**src/rtl/uart_tx_arb.sv**
```systemverilog
// -----------------------------------------------------------------------------
// uart_tx_arb
//   Shares a single uart_tx serialiser between N_REQ byte producers. Bytes are
//   granted one at a time in round-robin order. A requester can hold its
//   "line lock" to keep the grant across several bytes. An idle lock owner is
//   timed out after LOCK_TO cycles without a valid byte, so it cannot block
//   the other requesters for ever.
//
// Ports
//   clk          clock
//   rst_n        asynchronous active-low reset (also resets uart_tx)
//   i_req_vld    per-requester byte valid
//   i_req_ch     per-requester byte, requester i at [8*i+7:8*i]
//   i_req_lock   requester i asks to keep the grant after its byte
//   o_req_rdy    byte accepted this cycle (onehot or zero, S_IDLE only)
//   o_gnt_id     index of the requester owning the current/last byte
//   o_busy       a byte is being issued or serialised
//   o_tx_ch_vld  one-cycle start pulse to uart_tx
//   o_tx_ch      byte to uart_tx, held from the pulse until tx_done
//   i_tx_done    one-cycle end-of-frame pulse from uart_tx
// -----------------------------------------------------------------------------
module uart_tx_arb #(
    parameter  int N_REQ   = 4,
    parameter  int LOCK_TO = 1024,
    localparam int IDW     = $clog2(N_REQ)
) (
    input  logic                 clk,
    input  logic                 rst_n,
    input  logic [N_REQ-1:0]     i_req_vld,
    input  logic [8*N_REQ-1:0]   i_req_ch,
    input  logic [N_REQ-1:0]     i_req_lock,
    output logic [N_REQ-1:0]     o_req_rdy,
    output logic [IDW-1:0]       o_gnt_id,
    output logic                 o_busy,
    output logic                 o_tx_ch_vld,
    output logic [7:0]           o_tx_ch,
    input  logic                 i_tx_done
);

    localparam logic [1:0] S_IDLE = 2'd0;
    localparam logic [1:0] S_SEND = 2'd1;
    localparam logic [1:0] S_WAIT = 2'd2;

    // Counter wide enough to hold LOCK_TO without wrapping; kept at least
    // one bit wide so a disabled timeout still elaborates cleanly.
    localparam int              CW        = (LOCK_TO > 0) ? $clog2(LOCK_TO + 1) : 1;
    localparam logic [CW-1:0]   LOCK_LAST = (LOCK_TO > 0) ? CW'(LOCK_TO - 1) : '0;

    logic [1:0]      r_state;
    logic [IDW-1:0]  r_ptr;
    logic [IDW-1:0]  r_gnt_id;
    logic [7:0]      r_tx_ch;
    logic            r_lock_own;
    logic [CW-1:0]   r_lock_cnt;

    logic            w_idle;
    logic            w_lock_act;
    logic            w_win_vld;
    logic [IDW-1:0]  w_win_id;
    logic [7:0]      w_win_ch;
    logic            w_hs;

    assign w_idle     = (r_state == S_IDLE);
    // The lock only counts while the owner still asserts its lock request.
    assign w_lock_act = r_lock_own & i_req_lock[r_ptr];

    // Winner selection. Under an active lock only the owner is eligible.
    // Otherwise search ptr+1, ptr+2, ... (mod N_REQ); iterating from the
    // farthest candidate down lets the nearest one overwrite the result.
    always_comb begin
        int v_idx;
        v_idx     = 0;
        w_win_vld = 1'b0;
        w_win_id  = '0;
        if (w_lock_act) begin
            w_win_vld = i_req_vld[r_ptr];
            w_win_id  = r_ptr;
        end else begin
            for (int k = N_REQ; k >= 1; k--) begin
                v_idx = (int'(r_ptr) + k) % N_REQ;
                if (i_req_vld[v_idx]) begin
                    w_win_vld = 1'b1;
                    w_win_id  = IDW'(v_idx);
                end
            end
        end
    end

    always_comb begin
        w_win_ch = 8'h00;
        for (int i = 0; i < N_REQ; i++) begin
            if (w_win_id == IDW'(i)) begin
                w_win_ch = i_req_ch[8*i +: 8];
            end
        end
    end

    assign w_hs = w_idle & w_win_vld;

    // rdy is combinational from req_vld; it is forced low while reset is
    // asserted so no requester believes a byte was taken during reset.
    always_comb begin
        o_req_rdy = '0;
        if (rst_n && w_hs) begin
            o_req_rdy[w_win_id] = 1'b1;
        end
    end

    always_ff @(posedge clk or negedge rst_n) begin
        if (!rst_n) begin
            r_state    <= S_IDLE;
            r_ptr      <= IDW'(N_REQ - 1);
            r_gnt_id   <= '0;
            r_tx_ch    <= 8'h00;
            r_lock_own <= 1'b0;
            r_lock_cnt <= '0;
        end else begin
            case (r_state)
                S_IDLE: begin
                    if (w_hs) begin
                        // A handshake takes precedence over a timeout in
                        // the same cycle; the lock follows the new byte.
                        r_tx_ch    <= w_win_ch;
                        r_gnt_id   <= w_win_id;
                        r_ptr      <= w_win_id;
                        r_lock_own <= i_req_lock[w_win_id];
                        r_lock_cnt <= '0;
                        r_state    <= S_SEND;
                    end else if (!i_req_lock[r_ptr]) begin
                        r_lock_own <= 1'b0;
                        r_lock_cnt <= '0;
                    end else if (w_lock_act && (LOCK_TO != 0)) begin
                        // Owner holds the lock but has nothing to send.
                        if (r_lock_cnt == LOCK_LAST) begin
                            r_lock_own <= 1'b0;
                            r_lock_cnt <= '0;
                        end else begin
                            r_lock_cnt <= r_lock_cnt + 1'b1;
                        end
                    end
                end
                S_SEND: begin
                    r_state <= S_WAIT;
                end
                S_WAIT: begin
                    if (i_tx_done) begin
                        r_state <= S_IDLE;
                    end
                end
                default: begin
                    r_state <= S_IDLE;
                end
            endcase
        end
    end

    assign o_gnt_id    = r_gnt_id;
    assign o_busy      = ~w_idle;
    assign o_tx_ch_vld = (r_state == S_SEND);
    assign o_tx_ch     = r_tx_ch;

endmodule

```
**config.mk**
```make
export PLATFORM = sky130hd
export DESIGN_NAME = uart_tx_arb
export DESIGN_NICKNAME = d
export VERILOG_FILES = /design/src/rtl/uart_tx_arb.sv
export SDC_FILE = /design/constraint.sdc
export NUM_CORES = 1
export LEC_CHECK = 0
export CORE_MARGIN = 5
export CORE_UTILIZATION = 45
export DETAILED_ROUTE_END_ITERATION = 7
export HOLD_SLACK_MARGIN = 0.15
export PLACE_DENSITY = 0.74
export SYNTH_ARGS = -nofsm -noshare
export SYNTH_HDL_FRONTEND = slang
export SYNTH_SLANG_ARGS = --single-unit
```
**constraint.sdc**
```tcl
create_clock -name clk -period 6.9 [get_ports clk]
set_clock_uncertainty 0.05 [all_clocks]
set_input_delay 1.38 -clock clk [delete_from_list [all_inputs] [get_ports clk]]
set_output_delay 1.38 -clock clk [all_outputs]
set_load 0.02 [all_outputs]
```
; After elaboration in Yosys (flattened, before gate mapping)
; Index checks and enable logic that the tools add are counted.
; Widths: inputs -> output; s select.
[classes]
addsub = 5
order_cmp = 7
n_eq_ne = 10
muxes = 46
n_bitwise = 7
n_reduce_logical = 12
[op_table]
columns = cell, n
row1 = $mux 11, 4
row2 = $mux 8, 4
row3 = $mux 1, 21
row4 = $lt 3x4->1 const B, 4
row5 = $bmux 1 s2, 7
row6 = $mux 2, 7
row7 = $add 11x1->11 const B, 1
row8 = $eq 11x10->1 const B, 1
row9 = $reduce_or 2->1, 4
row10 = $eq 2x2->1 const B, 3
row11 = $lt 2x3->1 const B, 2
row12 = $pmux 2 s3, 1
row13 = $reduce_and 2->1, 3
row14 = $add 2x1->2 const B, 2
row15 = $add 2x2->2 const B, 2
row16 = $and 1x1->1 const A, 4
row17 = $eq 2x1->1 const B, 2
row18 = $logic_not 2->1, 2
row19 = $mux 4, 1
row20 = $ne 3x2->1 const B, 1
row21 = $ne 3x3->1 const B, 1
row22 = $reduce_and 3->1, 1
row23 = $and 1x1->1, 2
row24 = $demux 1 s2, 1
row25 = 5 further kinds, 6
[totals]
regBits = 26
inputBits = 43
output_inout_bits = 16
elab_cells = 93

; Longest topological paths before layout
[logic_depth]
word_depth = 16
mapped_depth = 10
depth_no_buf = 7

; Least setup slack after synthesis
; OpenSTA, ideal clock, no wires.
[synth_path]
kind = input -> output
from = in i_req_vld[2]
to = out o_req_rdy[3]
arrival_time_ns = 3.033
required_time_ns = 5.470
path_slack_ns = 2.437
cell_stages = 8
n_path_buf = 2
cell_sequence = clkbuf_1 -> nor4bb_1 -> nor4_4 -> nand4_2 -> nand2_4 -> buf_6 -> nand2_1 -> nor2_1
[synth_via]
elab_chain_len = 13
word_cells_on_any_way = 32
classes_between = order compare (2) / mux (27) / bitwise (1) / reduce/logical (2)
[synth_rtl]
columns = item, line
row1 = from (decl), 29  ; input logic [N_REQ-1:0] i_req_vld,
row2 = $bmux 1 s2, 81  ; if (i_req_vld[v_idx]) begin
row3 = $mux 1 (not written as such) (2 in a row), 81
row4 = $mux 2 (4 in a row), 81
row5 = $mux 2, 75  ; if (w_lock_act) begin
row6 = $lt 2x3->1 (not written as such) / $ge 2x1->1 (equally long branches), 105  ; o_req_rdy[w_win_id] = 1'b1;
row7 = $logic_and 1x1->1 (not written as such), 105
row8 = $mux 1 (not written as such), 105
row9 = $demux 1 s2, 105
row10 = $mux 4 (*), 104  ; if (rst_n && w_hs) begin
row11 = to (decl), 32  ; output logic [N_REQ-1:0] o_req_rdy,
; Every way passes the cells marked *; elsewhere a longest branch is shown, timed or not. The select of a mux whose other input is x is not followed.

; Final worst setup path
[layout_path]
from = in i_req_vld[2]
to = out o_req_rdy[2]
; The elaborated chain is that of the path after synthesis.

==> results.txt <==
----------------------------------------------------
[Detailed routing]
  Vias ... approximately 2000
  Initial detailed-routing violation count ... 157
  Number of nets with antenna violations after detailed routing ... 0
  Routed Wire Length ... 5.31 mm
  DR DRC count ... 0
  WL/cell ... ~16 um
  Count of TritonRoute iterations in the first routing pass ... 4
  Routed via count divided by cell count ... ~6.0

[Clock tree]
  Number of sinks handled by clock tree synthesis ... 26
  CTS root buffer ... clkbuf_8
  Postcts setup bufs ... 0
  Number of buffers on the longest clock path ... 2
  TritonCTS clock tree ... yes
  Cts bufs inserted ... 3
  Count of instances resized after the clock tree is built ... 0
  Clock slew at the register clock pins of the worst setup and hold paths ... ~90 ps
  Maximum level of the CTS H-tree ... 1
  Cts-stage hold buffer count ... 0
  Worst-skew pair later-pin latency ... roughly 270 ps

[Pwr]
  VDD IR max ... roughly 0.24 mV
  Leakage power total ... 1.06 nW
  Power per cell area ... between 400 and 500 mW/mm^2

[Logic synthesis]
  Synthesized net count ... between 200 and 300
  Count of warnings emitted by yosys ... 0
  Post-synthesis instance area ... 0.00204 mm^2
  Post-synthesis register bit count ... 26
  Post-Syn Area per Cell ... between 9 and 10 um^2
  Fraction of registers with async set/reset ... 1.00
  EDFF count, synth ... 0
  Most used flip-flop cell after synthesis ... dfrtp_1
  Mapped Cells ... 219
  Post-synth cell types ... 60
  Fraction of the yosys area taken by sequential cells ... 0.321

[Cells and area]
  Share of cells above drive strength 1 ... 0.0952
  Commonest cells after routing, fill and taps aside ... clkdlybuf4s50_1, dfrtp_1, nand3_1
  Ant diodes ... 0
  Post-route non-filler standard cell count ... about 330
  Area growth from synthesis to final layout ... 32.8%
  Leading cell type in the layout, fill and taps excluded ... clkdlybuf4s50_1
  Net count, final ... 318

[Worst hold path]
  Hold Path End ... o_gnt_id[1]$_DFFE_PN0P_
  Startpoint of the worst hold path ... o_gnt_id[1]$_DFFE_PN0P_
  Hold path cells ... 2
  Type of the worst min-delay path ... flip-flop to flip-flop

[Global route]
  Number of antenna violations at the first check in global routing ... 0
  Via count of the first global-routing pass ... ~1900
  GR Overflow Total ... 0
  GRT Resource Usage Total ... 0.178
  Largest net degree at the start of global routing ... 29
  First-pass GRT wire length ... a little under 9 mm

[Timing]
  Time the worst path needs with I/O delays and setup ... between 5000 and 6000 ps
  Number of endpoints failing setup at the final stage ... 0
  Relative slew slack ... 0.420
  Worst hold slack across all endpoints ... roughly 440 ps
  Achievable clock frequency ... around 180 MHz
  Post-layout worst setup margin ... 1310 ps
  Final slew viol count ... 0
  Setup repair after global routing missed its margin ... no
  Final total negative setup slack ... 0 ps
  Tcrit/Tclk final ... 0.811
  Final hold vios ... 0
  Least-Margin Pin Slew ... 866 ps

[Critical path]
  Flop2flop setup slack ... 3740 ps
  Critical path fanouts, max ... 12
  Worst setup SP type ... input pin
  Launch point of the worst reg-to-reg path ... r_ptr[0]$_DFFE_PN1P_
  Critical path endpoint category ... output pin
  CP required ... approximately 5500 ps
  R2r endpoint ... o_tx_ch[2]$_DFFE_PN0P_
  CP Class ... input pin to output pin
  Critical Path AT ... approximately 4200 ps
  FF-to-FF path depth ... 6

[Placement]
  Worst slack at placement ... roughly 1300 ps
  Placed wire-length estimate ... 4.06 mm
  Post-Place Cells ... roughly 320
  GP Congestion ... approximately 0.84
  Port Buffers ... 58

[Floorplanning]
  Overall die width ... a little under 80 um
  Die height ... 77.3 um
  Number of rows in the core area ... 24
  Total die area ... 0.00597 mm^2
  Number of I/O pins ... 59
  CORE AREA ... approximately 0.0044 mm^2
  Initial cell density of the core ... 0.465

[Outcome]
  Run status ... completed

[Flow run]
  Max_cap viols ... 0

----------------------------------------------------
cell type report:
class                           instances  area (um^2)
Sequential cell                        26          653
Multi-Input combinational cell        176         1300
Clock inverter                          1         30.0
Timing Repair Buffer                   59          588
Fill cell                             388         1680
Clock buffer                            3         41.3
Tap cell                               52         65.1
Inverter                                8         30.0
critical path, cell delays in order:
cell	delay [ps]
clkdlybuf4s50_1	670
mux2i_1	130
a32oi_1	260
o211a_1	210
o21ai_1	140
inv_1	350
nand2_1	250
nor2_1	150
clkdlybuf4s50_1	620
how the worst max path moves through the flow:
| stage | startpoint | end | slack (ps) | cells after the start |
|---|---|---|---|---|
| after floorplan | i_req_vld[2] | o_req_rdy[3] | 2440 | 8 |
| after global placement | i_req_vld[2] | o_req_rdy[3] | 1350 | 9 |
| after detailed placement | i_req_vld[2] | o_req_rdy[2] | 1310 | 9 |
| after CTS | i_req_vld[2] | o_req_rdy[2] | 1290 | 9 |
| after global routing | i_req_vld[2] | o_req_rdy[2] | 1040 | 9 |
| final | i_req_vld[2] | o_req_rdy[2] | 1310 | 9 |
report_power, final:
group / leakage, nW / total, mW / switching, mW / internal [mW]
sequential: 0.326 / 0.281 / 0.0707 / 0.210
clock: 0.0357 / 0.127 / 0.0498 / 0.0776
combinational: 0.703 / 0.678 / 0.371 / 0.306
cells in the mapped netlist, types with 3 or more instances:
cell,count,share of area
mux2i_1,6,0.029
mux2_4,3,0.022
buf_2,3,0.0074
nand2b_1,3,0.0092
a311oi_1,3,0.013
or2_2,4,0.012
xnor2_1,5,0.021
o21ai_1,5,0.012
nor2_1,18,0.033
or4_1,3,0.011
nor3_1,4,0.0098
inv_1,7,0.013
clkbuf_1,3,0.0055
nand2_1,17,0.031
and2_1,3,0.0092
and3_1,3,0.0092
nor2b_1,3,0.0092
nor3b_1,5,0.018
a21oi_1,4,0.0098
a211oi_1,7,0.026
dfrtp_1,24,0.29
nand3_1,20,0.049
o21ai_0,12,0.029
o221a_1,5,0.028
a22o_1,4,0.017
stage by stage:
stage                     cell area [um^2]   util  power (mW)
after floorplan                       2040      -       0.765
after global placement                2630  0.601       0.957
after detailed placement              2630  0.601       0.958
after CTS                             2710  0.617        1.09
after global routing                  2710  0.617        1.16
final                                 2710  0.617        1.09
per-layer routing:
layer  part of all wire  vias to the layer above  global-route usage
met1               0.46                      931               0.244
met5                  0                        -                   0
met3              0.062                        6              0.0398
li1                   -                      954                   -
met4              0.015                        0              0.0481
met2               0.46                       60               0.281
registers in the layout, summed over array words and instances (netlist names):
register and count:
r_state 2, r_lock_own 1, o_tx_ch 8, r_lock_cnt 11
o_gnt_id 2, r_ptr 2
cells by family after synthesis:
| logic type | after synthesis | synth area share |
|---|---|---|
| flops | 26 | 0.321 |
| simple gates | 93 | 0.256 |
| fa+ha+maj | 1 | 0.00614 |
| buf+inv | 17 | 0.0424 |
| xor+xnor | 5 | 0.0215 |
| mux | 15 | 0.107 |
| compound gates | 62 | 0.246 |
Note: power is estimated with default switching activity, not from simulation.
